`config.mk`:
```
export PLATFORM = sky130hd
export DESIGN_NAME = mem_lsu_stage
export DESIGN_NICKNAME = d
export VERILOG_FILES = /design/src/rtl/mem_lsu_stage.sv
export SDC_FILE = /design/constraint.sdc
export NUM_CORES = 1
export LEC_CHECK = 0
export CORE_AREA = 2 2 80 158
export CTS_BUF_LIST = sky130_fd_sc_hd__clkbuf_16
export DETAILED_ROUTE_END_ITERATION = 10
export DIE_AREA = 0 0 82 160
export PLACE_DENSITY = 0.84
export SLEW_MARGIN = 5
export SYNTH_ARGS = -nofsm -noshare
export SYNTH_HDL_FRONTEND = slang
export SYNTH_SLANG_ARGS = --single-unit
```
`constraint.sdc`:
```
create_clock -name i_clk -period 5.9 [get_ports i_clk]
set_input_delay 1.18 -clock i_clk [delete_from_list [all_inputs] [get_ports i_clk]]
set_output_delay 1.18 -clock i_clk [all_outputs]
set_load 0.005 [all_outputs]
```
`src/rtl/mem_lsu_stage.sv`:
```
// Memory-stage load/store unit: one bus access at a time via an IDLE/REQ/WAIT handshake, plus branch resolution.
// Optional feature: WIZ_LSU_MISALIGN_TRAP_EN traps misaligned accesses instead of aligning them down.
module mem_lsu_stage #(
   parameter int XLEN    = 32,
   parameter int ADDR_W  = 32,
   parameter int TIMEOUT = 16
) (
   input  logic              i_clk,
   input  logic              i_reset,
   input  logic              i_valid,
   output logic              o_ready,
   input  logic              i_load,
   input  logic              i_store,
   input  logic [1:0]        i_size,
   input  logic              i_unsigned,
   input  logic [ADDR_W-1:0] i_addr,
   input  logic [XLEN-1:0]   i_wdata,
   input  logic              i_branch,
   input  logic              i_jump,
   input  logic [2:0]        i_brCond,
   input  logic              i_cmpEq,
   input  logic              i_cmpLt,
   input  logic              i_cmpLtu,
   output logic              o_PCSrc,
   output logic              o_busReq,
   output logic              o_busWe,
   output logic [ADDR_W-1:0] o_busAddr,
   output logic [XLEN/8-1:0] o_busBe,
   output logic [XLEN-1:0]   o_busWdata,
   input  logic              i_busGnt,
   input  logic              i_busRvalid,
   input  logic [XLEN-1:0]   i_busRdata,
   output logic              o_done,
   output logic [XLEN-1:0]   o_readData,
   output logic              o_misaligned,
   output logic              o_busErr
);

   localparam int NB   = XLEN / 8;
   localparam int OFFW = $clog2(NB);
   localparam int CW   = $clog2(TIMEOUT + 1);

   typedef enum logic [1:0] {
      IDLE = 2'd0,
      REQ  = 2'd1,
      WAIT = 2'd2
   } state_t;

   state_t            state, state_next;
   logic [CW-1:0]     cnt, cnt_next;
   logic              done, done_next;
   logic              bus_err, bus_err_next;
   logic              mis, mis_next;
   logic              bus_req, bus_req_next;
   logic [XLEN-1:0]   read_data, read_data_next;
   logic              latch;

   logic [1:0]        size_eff;
   logic [2:0]        amask;
   logic [7:0]        be_mask;
   logic [ADDR_W-1:0] addr_al;
   logic [OFFW-1:0]   off_new;
   logic              accept;
   logic              mem_op;
   logic              trap;
   logic              br_take;

   logic [1:0]        size_q;
   logic              uns_q;
   logic [OFFW-1:0]   off_q;
   logic              we_q;
   logic [ADDR_W-1:0] bus_addr_q;
   logic [NB-1:0]     bus_be_q;
   logic [XLEN-1:0]   bus_wdata_q;
   logic [XLEN-1:0]   rd_shift;
   logic [63:0]       rd_ext;

   function automatic logic [63:0] extend_load(input logic [63:0] sh, input logic [1:0] size,
                                               input logic uns);
      case (size)
         2'b00:   extend_load = {{56{sh[7]  & ~uns}}, sh[7:0]};
         2'b01:   extend_load = {{48{sh[15] & ~uns}}, sh[15:0]};
         2'b10:   extend_load = {{32{sh[31] & ~uns}}, sh[31:0]};
         2'b11:   extend_load = sh;
         default: extend_load = sh;
      endcase
   endfunction

   // Size decode, alignment and lane placement of the presented operation.
   always_comb begin
      if ((XLEN == 32) && (i_size == 2'b11)) begin
         size_eff = 2'b10;
      end else begin
         size_eff = i_size;
      end
      case (size_eff)
         2'b00:   begin amask = 3'b000; be_mask = 8'h01; end
         2'b01:   begin amask = 3'b001; be_mask = 8'h03; end
         2'b10:   begin amask = 3'b011; be_mask = 8'h0F; end
         2'b11:   begin amask = 3'b111; be_mask = 8'hFF; end
         default: begin amask = 3'b000; be_mask = 8'h01; end
      endcase
      addr_al = {i_addr[ADDR_W-1:3], i_addr[2:0] & ~amask};
      off_new = addr_al[OFFW-1:0];
   end

`ifdef WIZ_LSU_MISALIGN_TRAP_EN
   assign trap = |(i_addr[2:0] & amask);
`else
   assign trap = 1'b0;
`endif

   assign accept  = i_valid & (state == IDLE);
   assign mem_op  = i_load ^ i_store;
   assign o_ready = (state == IDLE);

   // Branch condition select on RISC-V funct3; 010/011 never take.
   always_comb begin
      case (i_brCond)
         3'b000:  br_take = i_cmpEq;
         3'b001:  br_take = ~i_cmpEq;
         3'b100:  br_take = i_cmpLt;
         3'b101:  br_take = ~i_cmpLt;
         3'b110:  br_take = i_cmpLtu;
         3'b111:  br_take = ~i_cmpLtu;
         default: br_take = 1'b0;
      endcase
   end

   assign o_PCSrc = accept & (i_jump | (i_branch & br_take));

   assign rd_shift = i_busRdata >> {off_q, 3'b000};
   assign rd_ext   = extend_load(64'(rd_shift), size_q, uns_q);

   // Next-state and registered-output decode for the bus handshake.
   always_comb begin
      state_next     = state;
      cnt_next       = cnt;
      done_next      = 1'b0;
      bus_err_next   = 1'b0;
      mis_next       = 1'b0;
      bus_req_next   = bus_req;
      read_data_next = read_data;
      latch          = 1'b0;
      case (state)
         IDLE: begin
            if (accept && mem_op && trap) begin
               done_next = 1'b1;
               mis_next  = 1'b1;
            end else if (accept && mem_op) begin
               latch        = 1'b1;
               bus_req_next = 1'b1;
               state_next   = REQ;
            end else if (accept) begin
               done_next = 1'b1;
            end else begin
               bus_req_next = 1'b0;
            end
         end
         REQ: begin
            if (i_busGnt && we_q) begin
               bus_req_next = 1'b0;
               done_next    = 1'b1;
               state_next   = IDLE;
            end else if (i_busGnt) begin
               bus_req_next = 1'b0;
               cnt_next     = {CW{1'b0}};
               state_next   = WAIT;
            end else begin
               bus_req_next = 1'b1;
            end
         end
         WAIT: begin
            if (i_busRvalid) begin
               read_data_next = XLEN'(rd_ext);
               done_next      = 1'b1;
               state_next     = IDLE;
            end else if (cnt == CW'(TIMEOUT - 1)) begin
               bus_err_next = 1'b1;
               done_next    = 1'b1;
               state_next   = IDLE;
            end else begin
               cnt_next = cnt + CW'(1);
            end
         end
         default: begin
            bus_req_next = 1'b0;
            state_next   = IDLE;
         end
      endcase
   end

   // Control state and pulse outputs.
   always_ff @(posedge i_clk or posedge i_reset) begin
      if (i_reset) begin
         state     <= IDLE;
         cnt       <= {CW{1'b0}};
         done      <= 1'b0;
         bus_err   <= 1'b0;
         mis       <= 1'b0;
         bus_req   <= 1'b0;
         read_data <= {XLEN{1'b0}};
      end else begin
         state     <= state_next;
         cnt       <= cnt_next;
         done      <= done_next;
         bus_err   <= bus_err_next;
         mis       <= mis_next;
         bus_req   <= bus_req_next;
         read_data <= read_data_next;
      end
   end

   // Request fields captured at accept and held stable until the grant.
   always_ff @(posedge i_clk or posedge i_reset) begin
      if (i_reset) begin
         size_q      <= 2'b00;
         uns_q       <= 1'b0;
         off_q       <= {OFFW{1'b0}};
         we_q        <= 1'b0;
         bus_addr_q  <= {ADDR_W{1'b0}};
         bus_be_q    <= {NB{1'b0}};
         bus_wdata_q <= {XLEN{1'b0}};
      end else if (latch) begin
         size_q      <= size_eff;
         uns_q       <= i_unsigned;
         off_q       <= off_new;
         we_q        <= i_store;
         bus_addr_q  <= {addr_al[ADDR_W-1:OFFW], {OFFW{1'b0}}};
         bus_be_q    <= NB'(be_mask) << off_new;
         bus_wdata_q <= i_wdata << {off_new, 3'b000};
      end else begin
         size_q      <= size_q;
         uns_q       <= uns_q;
         off_q       <= off_q;
         we_q        <= we_q;
         bus_addr_q  <= bus_addr_q;
         bus_be_q    <= bus_be_q;
         bus_wdata_q <= bus_wdata_q;
      end
   end

   assign o_busReq     = bus_req;
   assign o_busWe      = we_q & bus_req;
   assign o_busAddr    = bus_addr_q;
   assign o_busBe      = bus_be_q;
   assign o_busWdata   = bus_wdata_q;
   assign o_done       = done;
   assign o_readData   = read_data;
   assign o_misaligned = mis;
   assign o_busErr     = bus_err;

endmodule

```
# == After elaboration in Yosys (flattened, before gate mapping) ==
# Index checks and enable logic that the tools add are counted.
# totals
ff_bits,114
output_inout_bits,107
word_cells,97
# classes
add_sub_neg,1
n_eq_ne,23
shift,3
n_mux,31
bitwise,15
reduce_logical,11
# ops
cell,count
$pmux W32 S4,1
$shl A32 B5 Y32,1
$shr A32 B5 Y32,1
$mux W5,4
$pmux W4 S4,1
$mux W1,13
$eq A2 B2 Y1 const B,6
$eq A3 B3 Y1 const B,4
$mux W2,6
$pmux W3 S4,1
$pmux W5 S2,1
$ne A2 B2 Y1 const B,4
$and A1 B1 Y1,6
$eq A2 B1 Y1 const B,3
$logic_not A2 Y1,3
$ne A3 B3 Y1 const B,2
$pmux W1 S3,2
$pmux W1 S6,1
$pmux W2 S3,1
$add A5 B1 Y5 const B,1
$eq A5 B4 Y1 const B,1
$not A1 Y1,5
$reduce_and A5 Y1,1
$reduce_and A2 Y1,2
12 further kinds,13

# == Longest topological paths before layout ==
# Gate-level depths: netlist (run 1).
# logic_depth
depth_word,7
depth_mapped,7
depth_no_buf,7

# == Worst setup path before layout (run 1) ==
# No wires, ideal clock.
# synth_path
path_kind,input -> output
from,in i_brCond[2]
to,out o_PCSrc
arrival_time_ps,1732
path_slack_ps,2988
cell_stages,4
n_path_buf,0
path_cell_list,mux2i_1 xor2_1 o21ai_0 o211a_1
# synth_between
elab_chain_len,5
# synth_rtl
item,line_no,text
"start, declared",20,"input logic [2:0] i_brCond,"
$eq A3 B3 Y1 (tied with other cells),119,case (i_brCond)
$pmux W1 S6 *,119,
$and A1 B1 Y1 *,130,assign o_PCSrc = accept & (i_jump | (i_branch & br_take));
$or A1 B1 Y1 *,130,
$and A1 B1 Y1 *,130,
"end, declared",24,"output logic o_PCSrc,"
# Every way passes the cells marked *; elsewhere a longest branch is shown, timed or not.

# == Worst setup path after layout (run 1) ==
# layout_path
from,in i_valid
to,out o_PCSrc
# layout_between
elab_chain_len,2
# layout_rtl
item,line_no,text
"start, declared",10,"input logic i_valid,"
$and A1 B1 Y1,113,assign accept = i_valid & (state == IDLE);
$and A1 B1 Y1,130,
# No other way between the ends.

==> metrics.md, run 1 <==
| Metric | Value |
|---|---|
| FF+latch count, synth | 114 |
| RSZ-0062 raised after global routing | no |
| Status | completed |
| Layout area overhead | 51.4% |
| Final Hold Fails | 0 |
| Io pins | 221 |
| Die height | 160 um |
| Asr flop ratio synth | 1.00 |
| Worst Max-Slew Pin Slew | 1130 ps |
| Lkg Pwr | 3.62 nW |
| Sequential-to-total area share from yosys stat | 0.521 |
| Num rows | 57 |
| Antenna diodes | 0 |
| Sw frac | 0.293 |
| Peak supply drop | 0.365 mV |
| Relative slew slack | 0.247 |
| Syn_area_per_cell | 10.7 sq um |
| GR Util All Layers | 0.246 |
| H-tree depth | 4 |
| Synth Area in Adders | 0.00457 |
| Worst-skew pair later-pin latency | 410 ps |
| Post-CTS Repair Setup Buffers | 0 |
| Clock Skews | 7.92 ps |
| Hold-fix buffers, CTS | 0 |
| Post-route DRC | 0 |
| Layout cells sized above 1 | 0.119 |
| Clock power frac | 0.270 |
| Routed Wire Length | 15.4 mm |
| WP data arrival | 2850 ps |
| Mux contribution to synthesized area | 0.182 |
| Post-synthesis compound-gate area fraction | 0.131 |
| Via/cell ratio | 5.48 |
| Num CTS Buffers | 17 |
| Max-cap violations | 0 |
| Startpoint types | primary input |
| Critical Setup Path Class | in2out |
| Total grt overflow | 0 |
| Initial antenna violation count | 0 |
| Number of gates resized after cts | 0 |
| Vias | 4810 |
| Min Tclk post-route | 4030 ps |
| Vias in the first global route | 4964 |
| Post-Synth XOR/XNOR Area | 0.00639 |
| Avg WL per Cell | 17.5 um |
| Met3 GRT Util | 0.114 |
| Synth unique cells | 46 |
| Synth warn | 0 |
| Nets | 833 |
| Drt first-iter violations | 279 |
| Cell Area, Synth | 5480 sq um |
| Synth Flop Type | dfrtp_1 |
| Worst-path fanout max | 5 |
| Post-synth EDFFs | 0 |
| Clock Tree Buf Depth | 2 |
| DIE AREA | 13100 sq um |
| Die width | 82 um |
| Starting Density | 0.457 |
| Psw | 0.00110 W |
| Clock net sink count | 114 |
| Largest family of logic cells by synthesized area | multiplexers |
| Critical Path RT | 4720 ps |
| Final Power | 0.00374 W |
| Core Region | 12000 sq um |
| Pins Over Slew Limit | 0 |
| CTS clk-pin slew, worst paths | 50 ps |
| Post-Synth Simple-Gate Area | 0.122 |
| Grt met2 use | 0.385 |
| Port bufs | 217 |
| Combinational share of power | 0.371 |
| Cells after Synth | 511 |
| Cell-internal power | 0.00264 W |
| Worst Hold Class | reg2reg |
| Largest net degree at the start of global routing | 95 |
| CTS tree | done |
| First-pass GRT wire length | 24.7 mm |
| Pwr/cell area | 451 nW/um^2 |
| Post-DP HPWL | 11.0 mm |
| Gpl congestion | 0.849 |
| Met1 GRT Util | 0.297 |
| ANT nets after route | 0 |
| Worst setup EP type | output port |
| Drt first pass iters | 5 |
| Max Freq | 248 MHz |
| Setup_tns | 0 ps |
| Fin crit share | 0.683 |
| Reg power frac | 0.359 |
| Most used routing layer | met2 |
| Clk root buf | clkbuf_16 |
| Setup violations, final | 0 |
[final cells by class]
| type | instances | area [sq um] |
|---|---|---|
| Fill cell | 904 | 3690 |
| Sequential cell | 114 | 2850 |
| Clock buffer | 17 | 425 |
| Timing Repair Buffer | 221 | 2200 |
| Clock inverter | 15 | 148 |
| Multi-Input combinational cell | 357 | 2460 |
| Inverter | 6 | 25.0 |
| Tap cell | 147 | 184 |
[registers in the layout, summed over array words and instances (netlist names)]
signal	flops
we_q	1
o_busBe	4
size_q	2
o_busAddr	30
o_readData	32
state	2
o_busErr	1
o_busWdata	32
o_busReq	1
off_q	2
o_done	1
uns_q	1
cnt	5
[Yosys cell counts, drive strengths merged, types with 2 or more instances]
library cell | number | area [sq um]
a21boi | 8 | 60.1
a21oi | 22 | 110
a221o | 8 | 80.1
a22o | 8 | 70.1
and2 | 9 | 56.3
buf | 12 | 70.1
clkbuf | 24 | 90.1
dfrtp | 114 | 2850
ha | 2 | 25.0
inv | 6 | 22.5
mux2 | 49 | 552
mux2i | 42 | 420
nand2 | 53 | 199
nand2b | 7 | 43.8
nand3 | 15 | 75.1
nand3b | 2 | 15.0
nor2 | 37 | 139
nor2b | 3 | 18.8
nor3b | 2 | 20.0
o21ai | 53 | 265
o22ai | 2 | 12.5
o31a | 2 | 17.5
o31ai | 8 | 60.1
or2 | 2 | 12.5
xor2 | 4 | 35.0
[path summary, 6_finish.rpt]
check                                            from                         end  slack, ps  cells past startpoint
setup reg to reg                 state[1]$_DFFE_PP0P_  o_readData[27]$_DFFE_PP0P_       2980                      4
setup / recovery                              i_valid                     o_PCSrc       1870                      4
hold reg to reg            o_busWdata[18]$_DFFE_PP0P_  o_busWdata[18]$_DFFE_PP0P_        480                      2
hold / removal             o_busWdata[18]$_DFFE_PP0P_  o_busWdata[18]$_DFFE_PP0P_        480                      2
max in group asynchronous                     i_reset   o_busAddr[27]$_DFFE_PP0P_       3510                      3
min in group asynchronous                     i_reset   o_busAddr[16]$_DFFE_PP0P_       1330                      2
[per-stage QoR]
| stage | utilization | setup slack, ps | area [sq um] | hold WS, ps | std cells |
|---|---|---|---|---|---|
| CTS | 0.692 | 1860 | 8300 | 481 | 877 |
| global route | 0.692 | 1720 | 8300 | 496 | 877 |
| detailed placement | 0.645 | 1870 | 7720 | 469 | 845 |
| finish | 0.692 | 1870 | 8300 | 477 | 877 |
| floorplan | - | 1700 | 5490 | 471 | 513 |
| global placement | 0.645 | 1960 | 7720 | 460 | 845 |
[power groups by stage]
stage	combinational, W	clock (W)	sequential, W
after detailed placement	0.00139	0	0.00135
after global placement	0.00136	0	0.00134
after global routing	0.00152	0.00106	0.00139
after CTS	0.00140	0.00102	0.00134
final	0.00139	0.00101	0.00134
after floorplan	0.000532	0	0.00132
[critical path, cell delays in order]
cell             delay, ps
clkdlybuf4s50_1        520
nor3b_2                420
o211a_1                220
clkdlybuf4s50_1        500
[cells in the final DEF (no fill, tap or decap), types with 3 or more instances in the layout]
cell type / count
o21ai_0: 53
buf_4: 4
mux2_2: 49
nand3_1: 15
a22o_1: 8
nand2_1: 52
a21boi_0: 8
conb_1: 3
dfrtp_1: 114
a221o_1: 8
o31ai_1: 8
nor2_1: 37
nor2b_1: 3
clkinv_1: 6
inv_1: 5
clkdlybuf4s50_1: 217
mux2i_1: 42
and2_1: 9
a21oi_1: 22
nand2b_1: 7
clkinv_2: 4
xor2_1: 4
clkbuf_16: 17
bufinv_16: 3
[metal layers]
layer  part of all wire  routed length (um)
met2               0.48                7410
met1               0.39                5930
met5                  0                   0
met4              0.019                 285
met3               0.11                1740
[kinds of logic after synthesis]
logic type | count (synthesis)
adder cells (fa/ha/maj) | 2
flip-flops | 114
buffers and inverters | 42
other | 1
AND/OR/NAND/NOR | 140
multiplexers | 92
AO/OA/AOI/OAI | 116
XOR/XNOR | 4
No activity file was read; power rests on OpenSTA's default activity.
==> run 2, diff against run 1 <==
--- a/config.mk
+++ b/config.mk
@@ -5,11 +5,11 @@
 export SDC_FILE = /design/constraint.sdc
 export NUM_CORES = 1
 export LEC_CHECK = 0
-export CORE_AREA = 2 2 80 158
+export CORE_AREA = 2 2 87 173
 export CTS_BUF_LIST = sky130_fd_sc_hd__clkbuf_16
 export DETAILED_ROUTE_END_ITERATION = 10
-export DIE_AREA = 0 0 82 160
-export PLACE_DENSITY = 0.84
+export DIE_AREA = 0 0 89 175
+export PLACE_DENSITY = 0.75
 export SLEW_MARGIN = 5
 export SYNTH_ARGS = -nofsm -noshare
 export SYNTH_HDL_FRONTEND = slang
==> constraint.sdc (replaced) <==
create_clock -name i_clk -period 3.6 [get_ports i_clk]
set_input_delay 0.72 -clock i_clk [delete_from_list [all_inputs] [get_ports i_clk]]
set_output_delay 0.72 -clock i_clk [all_outputs]
set_load 0.005 [all_outputs]
==> run 2 against run 1 <==
  * Non-clock buffer count up 5
  * Largest power group unchanged
  * Sequential power up 63%
  * Critical path depth up 2
  * Total power up 60%
==> metrics.md, run 2 (same netlist as run 1, synthesis figures left out) <==
| Metric | Value |
|---|---|
| Most used routing layer | met2 (unchanged) |
| Worst Max-Slew Pin Slew | 929 ps (was 1130 ps) |
| Met3 GRT Util | 0.0444 (was 0.114) |
| Via/cell ratio | 5.12 (was 5.48) |
| Largest net degree at the start of global routing | 115 (was 95) |
| Worst-skew pair later-pin latency | 400 ps (was 410 ps) |
| CTS clk-pin slew, worst paths | 50 ps (about the same) |
| Critical Setup Path Class | in2out (unchanged) |
| Starting Density | 0.384 (was 0.457) |
| Startpoint types | primary input (unchanged) |
| Cell-internal power | 0.00414 W (was 0.00264 W) |
| Combinational share of power | 0.392 (was 0.371) |
| Sw frac | 0.308 (was 0.293) |
| Launching point of the worst reg2reg path | state[1]$_DFFE_PP0P_ (unchanged) |
| WP data arrival | 2420 ps (was 2850 ps) |
| Clock power frac | 0.243 (was 0.270) |
| Hold path startpoint | o_busWdata[23]$_DFFE_PP0P_ (was o_busWdata[18]$_DFFE_PP0P_) |
| Fin crit share | 0.872 |
| DIE AREA | 15600 sq um (was 13100 sq um) |
| Clock Tree Buf Depth | 2 (unchanged) |
| Critical Path RT | 2880 ps (was 4720 ps) |
| Post-DP HPWL | 12.7 mm (was 11.0 mm) |
| Clock Skews | 10.1 ps (was 7.92 ps) |
| ANT nets after route | 0 (unchanged) |
| Commonest non-fill, non-tap cell in the layout | clkdlybuf4s50_1 (unchanged) |
| Post-CTS Repair Setup Buffers | 0 (unchanged) |
| Routed Wire Length | 16.8 mm (was 15.4 mm) |
| Hold Path Depth | 2 (unchanged) |
| Setup_tns | 0 ps (unchanged) |
| Met1 GRT Util | 0.222 (was 0.297) |
| Max Freq | 318 MHz |
| Worst Hold Class | reg2reg (unchanged) |
| Worst setup EP type | output port (unchanged) |
| Clock net sink count | 114 (unchanged) |
| Io pins | 221 (unchanged) |
| Antenna diodes | 0 (unchanged) |
| Post-route DRC | 0 (unchanged) |
| CTS tree | done (unchanged) |
| Clk root buf | clkbuf_16 (unchanged) |
| Lkg Pwr | 3.62 nW (about the same) |
| Min Tclk post-route | 3140 ps |
| Num CTS Buffers | 17 (unchanged) |
| Drt first-iter violations | 205 (was 279) |
| Psw | 0.00184 W (was 0.00110 W) |
| Vias | 4742 (was 4810) |
| Status | completed (unchanged) |
| Core Region | 14300 sq um (was 12000 sq um) |
| Peak supply drop | 0.383 mV (was 0.365 mV) |
| Die width | 89 um (was 82 um) |
| Die height | 175 um (was 160 um) |
| Total grt overflow | 0 (unchanged) |
| Drt first pass iters | 4 (was 5) |
| Vias in the first global route | 4999 (was 4964) |
| H-tree depth | 4 (unchanged) |
| Reg2Reg Capture Point | o_readData[30]$_DFFE_PP0P_ (was o_readData[27]$_DFFE_PP0P_) |
| Num rows | 62 (was 57) |
| Gpl congestion | 0.900 (was 0.849) |
| Max-cap violations | 0 (unchanged) |
| Layout cells sized above 1 | 0.128 (was 0.119) |
| Worst-path fanout max | 2 (was 5) |
| Relative slew slack | 0.376 (was 0.247) |
| Final Hold Fails | 0 (unchanged) |
| Pwr/cell area | 717 nW/um^2 (was 451 nW/um^2) |
| Hold Crit Endpoint | o_busWdata[23]$_DFFE_PP0P_ (was o_busWdata[18]$_DFFE_PP0P_) |
| Pins Over Slew Limit | 0 (unchanged) |
| Hold-fix buffers, CTS | 0 (unchanged) |
| Reg power frac | 0.364 (was 0.359) |
| Nets | 838 (was 833) |
| Initial antenna violation count | 0 (unchanged) |
| RSZ-0062 raised after global routing | no (unchanged) |
| Number of gates resized after cts | 0 (unchanged) |
| Commonest non-fill, non-tap cells in the layout | clkdlybuf4s50_1 (217), dfrtp_1 (114), o21ai_0 (53) (unchanged) |
| Final Power | 0.00599 W (was 0.00374 W) |
| Setup violations, final | 0 (unchanged) |
| Grt met2 use | 0.413 (was 0.385) |
| Port bufs | 217 (unchanged) |
| First-pass GRT wire length | 26.2 mm (was 24.7 mm) |
| GR Util All Layers | 0.220 (was 0.246) |
| FF-to-FF setup slack | 1320 ps (was 2980 ps) |
| Avg WL per Cell | 18.2 um (was 17.5 um) |
| Layout area overhead | 52.4% (was 51.4%) |
| R2R depth | 4 (unchanged) |
-- run 2: final cells by class --
class                           count  area [sq um]
Clock buffer                       17           425
Clock inverter                     15          96.3
Fill cell                        1236          5920
Inverter                            6          26.3
Multi-Input combinational cell    357          2460
Sequential cell                   114          2850
Tap cell                          192           240
Timing Repair Buffer              226          2250
-- run 2: power groups by stage --
stage / clock, W / sequential [W] / combinational (W)
2_1_floorplan: 0 / 0.00217 / 0.000873
3_3_place_gp: 0 / 0.00216 / 0.00232
3_5_place_dp: 0 / 0.00219 / 0.00236
4_1_cts: 0.00149 / 0.00218 / 0.00238
5_1_grt: 0.00155 / 0.00225 / 0.00255
6_report: 0.00146 / 0.00218 / 0.00235
-- run 2: worst max-delay path, cell delays in order --
cell	delay [ps]
clkdlybuf4s50_1	500
mux2i_1	220
xor2_1	100
o21ai_0	200
o211a_1	170
clkdlybuf4s50_1	510
-- run 2: worst max path at each step --
| stage | slack, ps | end | startpoint |
|---|---|---|---|
| floorplan | 1490 | cnt[0]$_DFFE_PP0P_ | i_reset |
| global placement | 550 | o_PCSrc | i_brCond[2] |
| detailed placement | 480 | o_PCSrc | i_brCond[2] |
| CTS | 470 | o_PCSrc | i_brCond[2] |
| global route | 330 | o_PCSrc | i_brCond[2] |
| finish | 460 | o_PCSrc | i_brCond[2] |
-- run 2: through the flow --
stage | cell area, sq um | instances | hold slack [ps] | setup WS, ps | util
6_report | 8350 | 927 | 473 | 460 | 0.585
3_5_place_dp | 7830 | 895 | 466 | 476 | 0.549
5_1_grt | 8350 | 927 | 497 | 335 | 0.585
2_1_floorplan | 5490 | 513 | 471 | 1490 | -
4_1_cts | 8350 | 927 | 477 | 473 | 0.585
3_3_place_gp | 7830 | 895 | 461 | 550 | 0.549
-- run 2: metal layers --
metal | share of wire | routed length [um]
met5 | 0 | 0
met4 | 0.034 | 566
met3 | 0.046 | 766
met2 | 0.59 | 9860
met1 | 0.33 | 5630
==> edit 1, RTL diff (config.mk and constraints of run 2) <==
The parameter `XLEN` goes from 32 to 16.
--- a/src/rtl/mem_lsu_stage.sv
+++ b/src/rtl/mem_lsu_stage.sv
@@ -2,5 +2,5 @@
 // Optional feature: WIZ_LSU_MISALIGN_TRAP_EN traps misaligned accesses instead of aligning them down.
 module mem_lsu_stage #(
-   parameter int XLEN    = 32,
+   parameter int XLEN    = 16,
    parameter int ADDR_W  = 32,
    parameter int TIMEOUT = 16
Interface: changed (5 resized); port bits go from 221 to 155. The function was not compared with the original's and may differ.
==> edit 1 against run 2 <==
- power decreased by 39%
- clock power shrank 33%
- routed wire length fell by 41%
- synthesized area fell by 36%
- setup slack improved by 83 ps
- first-iteration DRC count is 56% lower
- sequential cell count shrank 34
- cell area fell by 34%
- die area is the same
- largest cell class unchanged
- highest routed layer unchanged
==> edit 1: results <==
set metrics [dict create \
    status "complete, no violations" \
    whs_endpoint "o_readData[5]$_DFFE_PP0P_" \
    grtUsageMet1_pct 12.7 \
    crit_fanout 4 \
    nets 536 \
    worstHoldStart "o_readData[5]$_DFFE_PP0P_" \
    r2r_end "cnt[3]$_DFFE_PP0P_" \
    leakagePower_nw 2.28 \
    worst_ep_arrival_time_ps 2340 \
    wl_um 9920 \
    seq_area_frac_synth_pct 57.4 \
    grt_max_degree 67 \
    detail_route.wl_per_cell_um 15.3 \
    synth_common_cells "dfrtp_1, o21ai_0, mux2_2, nand2_1, mux2i_1" \
    clk_latency_ps 340 \
    place_inst 633 \
    skew_ps 10.5 \
    critPathLaunch "i_valid" \
    layout-drive-gt1-share_pct 13.3 \
    wl_met1_um 3380 \
    place_hpwl_um 7560 \
    r2r_start "cnt[0]$_DFFE_PP0P_" \
    port_buffers 152 \
    post-place-ws_ps 347 \
    grt_pass1_wl_um 15600 \
    yosysUniqueCellTypes 41 \
    slew_headroom_pct 37.3 \
    gp_congestion 0.773 \
    met3_usage_pct 2.98 \
    first_iter_violations 91 \
    place_area_sq_um 5190 \
    globalRouteMet2Util_pct 24.3 \
    via_count 2942 \
]
==> edit 1: changes by cell type after synthesis, sizes merged, moves of 11 or more <==
cell | run 2 | this run
dfrtp | 114 | 80
mux2i | 42 | 16
nor2 | 37 | 13
nand2 | 53 | 31
a21oi | 22 | 2
mux2 | 49 | 35
nand3 | 15 | 2
clkbuf | 24 | 13
==> edit 1: final cells by class <==
type | count | area, sq um | share of cell area (%)
well taps | 192 | 240 | 4.36
multi-input cells | 199 | 1370 | 24.9
clock buffers | 9 | 225 | 4.08
flip-flops and latches | 80 | 2000 | 36.3
clock inverters | 7 | 95.1 | 1.72
repair buffers | 157 | 1560 | 28.3
inverters | 5 | 21.3 | 0.386
==> edit 1: kinds of logic after synthesis <==
kind of cell | Yosys count | share of synthesized area, %
compound gates | 72 | 11.4
xor+xnor | 4 | 1.00
fa+ha+maj | 2 | 0.717
buf+inv | 28 | 3.66
flops | 80 | 57.4
mux | 51 | 15.9
other cells | 1 | 0.108
simple gates | 68 | 9.79
==> edit 1: report_power, final <==
part	total, mW	switching (mW)	leakage [nW]	internal (mW)
combinational	1.24	0.428	1.15	0.811
clock	0.975	0.368	0.146	0.607
sequential	1.41	0.196	0.981	1.22
total	3.63	0.992	2.28	2.64
==> edit 1: worst max-delay path by stage <==
stage,to,slack [ps],cells after the start
2_1_floorplan,cnt[0]$_DFFE_PP0P_,830,1
3_3_place_gp,o_busAddr[12]$_DFFE_PP0N_,440,5
3_5_place_dp,o_busAddr[7]$_DFFE_PP0N_,350,5
4_1_cts,o_PCSrc,510,5
5_1_grt,o_PCSrc,390,5
6_report,o_PCSrc,540,5
==> edit 1: tightest hold or removal path: cells and delay by family, from the launching register on <==
kind / cells / cell delay (ps)
flops: 1 / 340
simple gates: 1 / 40
compound gates: 1 / 60
==> edit 2, RTL diff (config.mk and constraints of run 2) <==
Without the edit above. The 3 states of `state_t` get a one-hot encoding in 3 bits.
--- a/src/rtl/mem_lsu_stage.sv
+++ b/src/rtl/mem_lsu_stage.sv
@@ -41,8 +41,8 @@
    localparam int CW   = $clog2(TIMEOUT + 1);
 
-   typedef enum logic [1:0] {
-      IDLE = 2'd0,
-      REQ  = 2'd1,
-      WAIT = 2'd2
+   typedef enum logic [2:0] {
+      IDLE = 3'b001,
+      REQ  = 3'b010,
+      WAIT = 3'b100
    } state_t;
 
Behaviour: same outputs for any inputs over 4 cycles, from zero or initial values and one cycle with i_reset high; so few cycles prove little.
==> edit 2 against run 2 <==
- setup slack improved by 110 ps
- clock power rose by 20%
- cell area is 2.7% higher
- sequential power is 17% lower
- routed wire length unchanged
- synthesized area increased by 3.7%
- power down 15%
- sequential cell count grew 1
- sequential share of layout area decreased by 0.59 points
- final cell count is 1.1% higher
==> edit 2: results <==
set metrics [dict create \
    place_area_sq_um 7960 \
    gp_congestion 0.893 \
    ys_top_cells_by_area "dfrtp_1, mux2_2, mux2i_1" \
    grt_pass1_vias 5152 \
    wl_met2_um 9330 \
    yosys.area_share.adder_pct 0.440 \
    ir_drop_mv 0.385 \
    synth_compound_area_share_pct 10.3 \
    globalRouteMet2Util_pct 39.5 \
    wl_met1_um 5670 \
    layout-drive-gt1-share_pct 14.9 \
    dr_wl_met3_um 1060 \
    p_clk_share_pct 34.2 \
    r2r_end "off_q[1]$_DFFE_PP0P_" \
    grt_pass1_wl_um 26300 \
    worst_ep_arrival_time_ps 2310 \
    tightest_slew_ps 781 \
    status "complete, no violations" \
    yosysUniqueCellTypes 49 \
    powerComb_mw 1.54 \
    synth_common_cells "dfrtp_1, nand2_1, mux2_2, mux2i_1, o21ai_0" \
    power_switching_mw 1.41 \
    comb_power_share_pct 30.1 \
    grtUsageMet1_pct 22.6 \
    worstHoldStart "o_readData[0]$_DFFE_PP0P_" \
    leakagePower_nw 3.66 \
    grt_max_degree 116 \
    drtPass1Iterations 5 \
    reg2reg_depth 5 \
    holdWs_ps 474 \
    whs_endpoint "o_readData[0]$_DFFE_PP0P_" \
]
## edit 2: changes by cell type after synthesis, sizes merged, moves of 4 or more
cell	before	now
clkbuf	24	13
nand2	53	61
a221o	8	0
buf	12	26
o21ai	53	40
a21boi	8	0
nand2b	7	3
nor2	37	33
mux2	49	58
a22oi	0	8
nand3	15	34
## edit 2: final cells by class
type	instances	area, sq um
Clock inverter	15	190
Clock buffer	17	425
Inverter	5	22.5
Fill cell	1225	5700
Sequential cell	115	2880
Tap cell	192	240
Multi-Input combinational cell	367	2570
Timing Repair Buffer	226	2250
## edit 2: worst register-to-register path, delay by kind of cell, from the launching register on
family | cells | cell delay, ps
AND/OR/NAND/NOR | 2 | 550
AO/OA/AOI/OAI | 1 | 120
flip-flops | 1 | 520
buffers and inverters | 2 | 960
## edit 2: stage by stage
stage,utilization (%),cells
CTS,60.1,937
global placement,55.8,905
finish,60.1,937
global route,60.1,937
floorplan,-,526
detailed placement,55.8,905
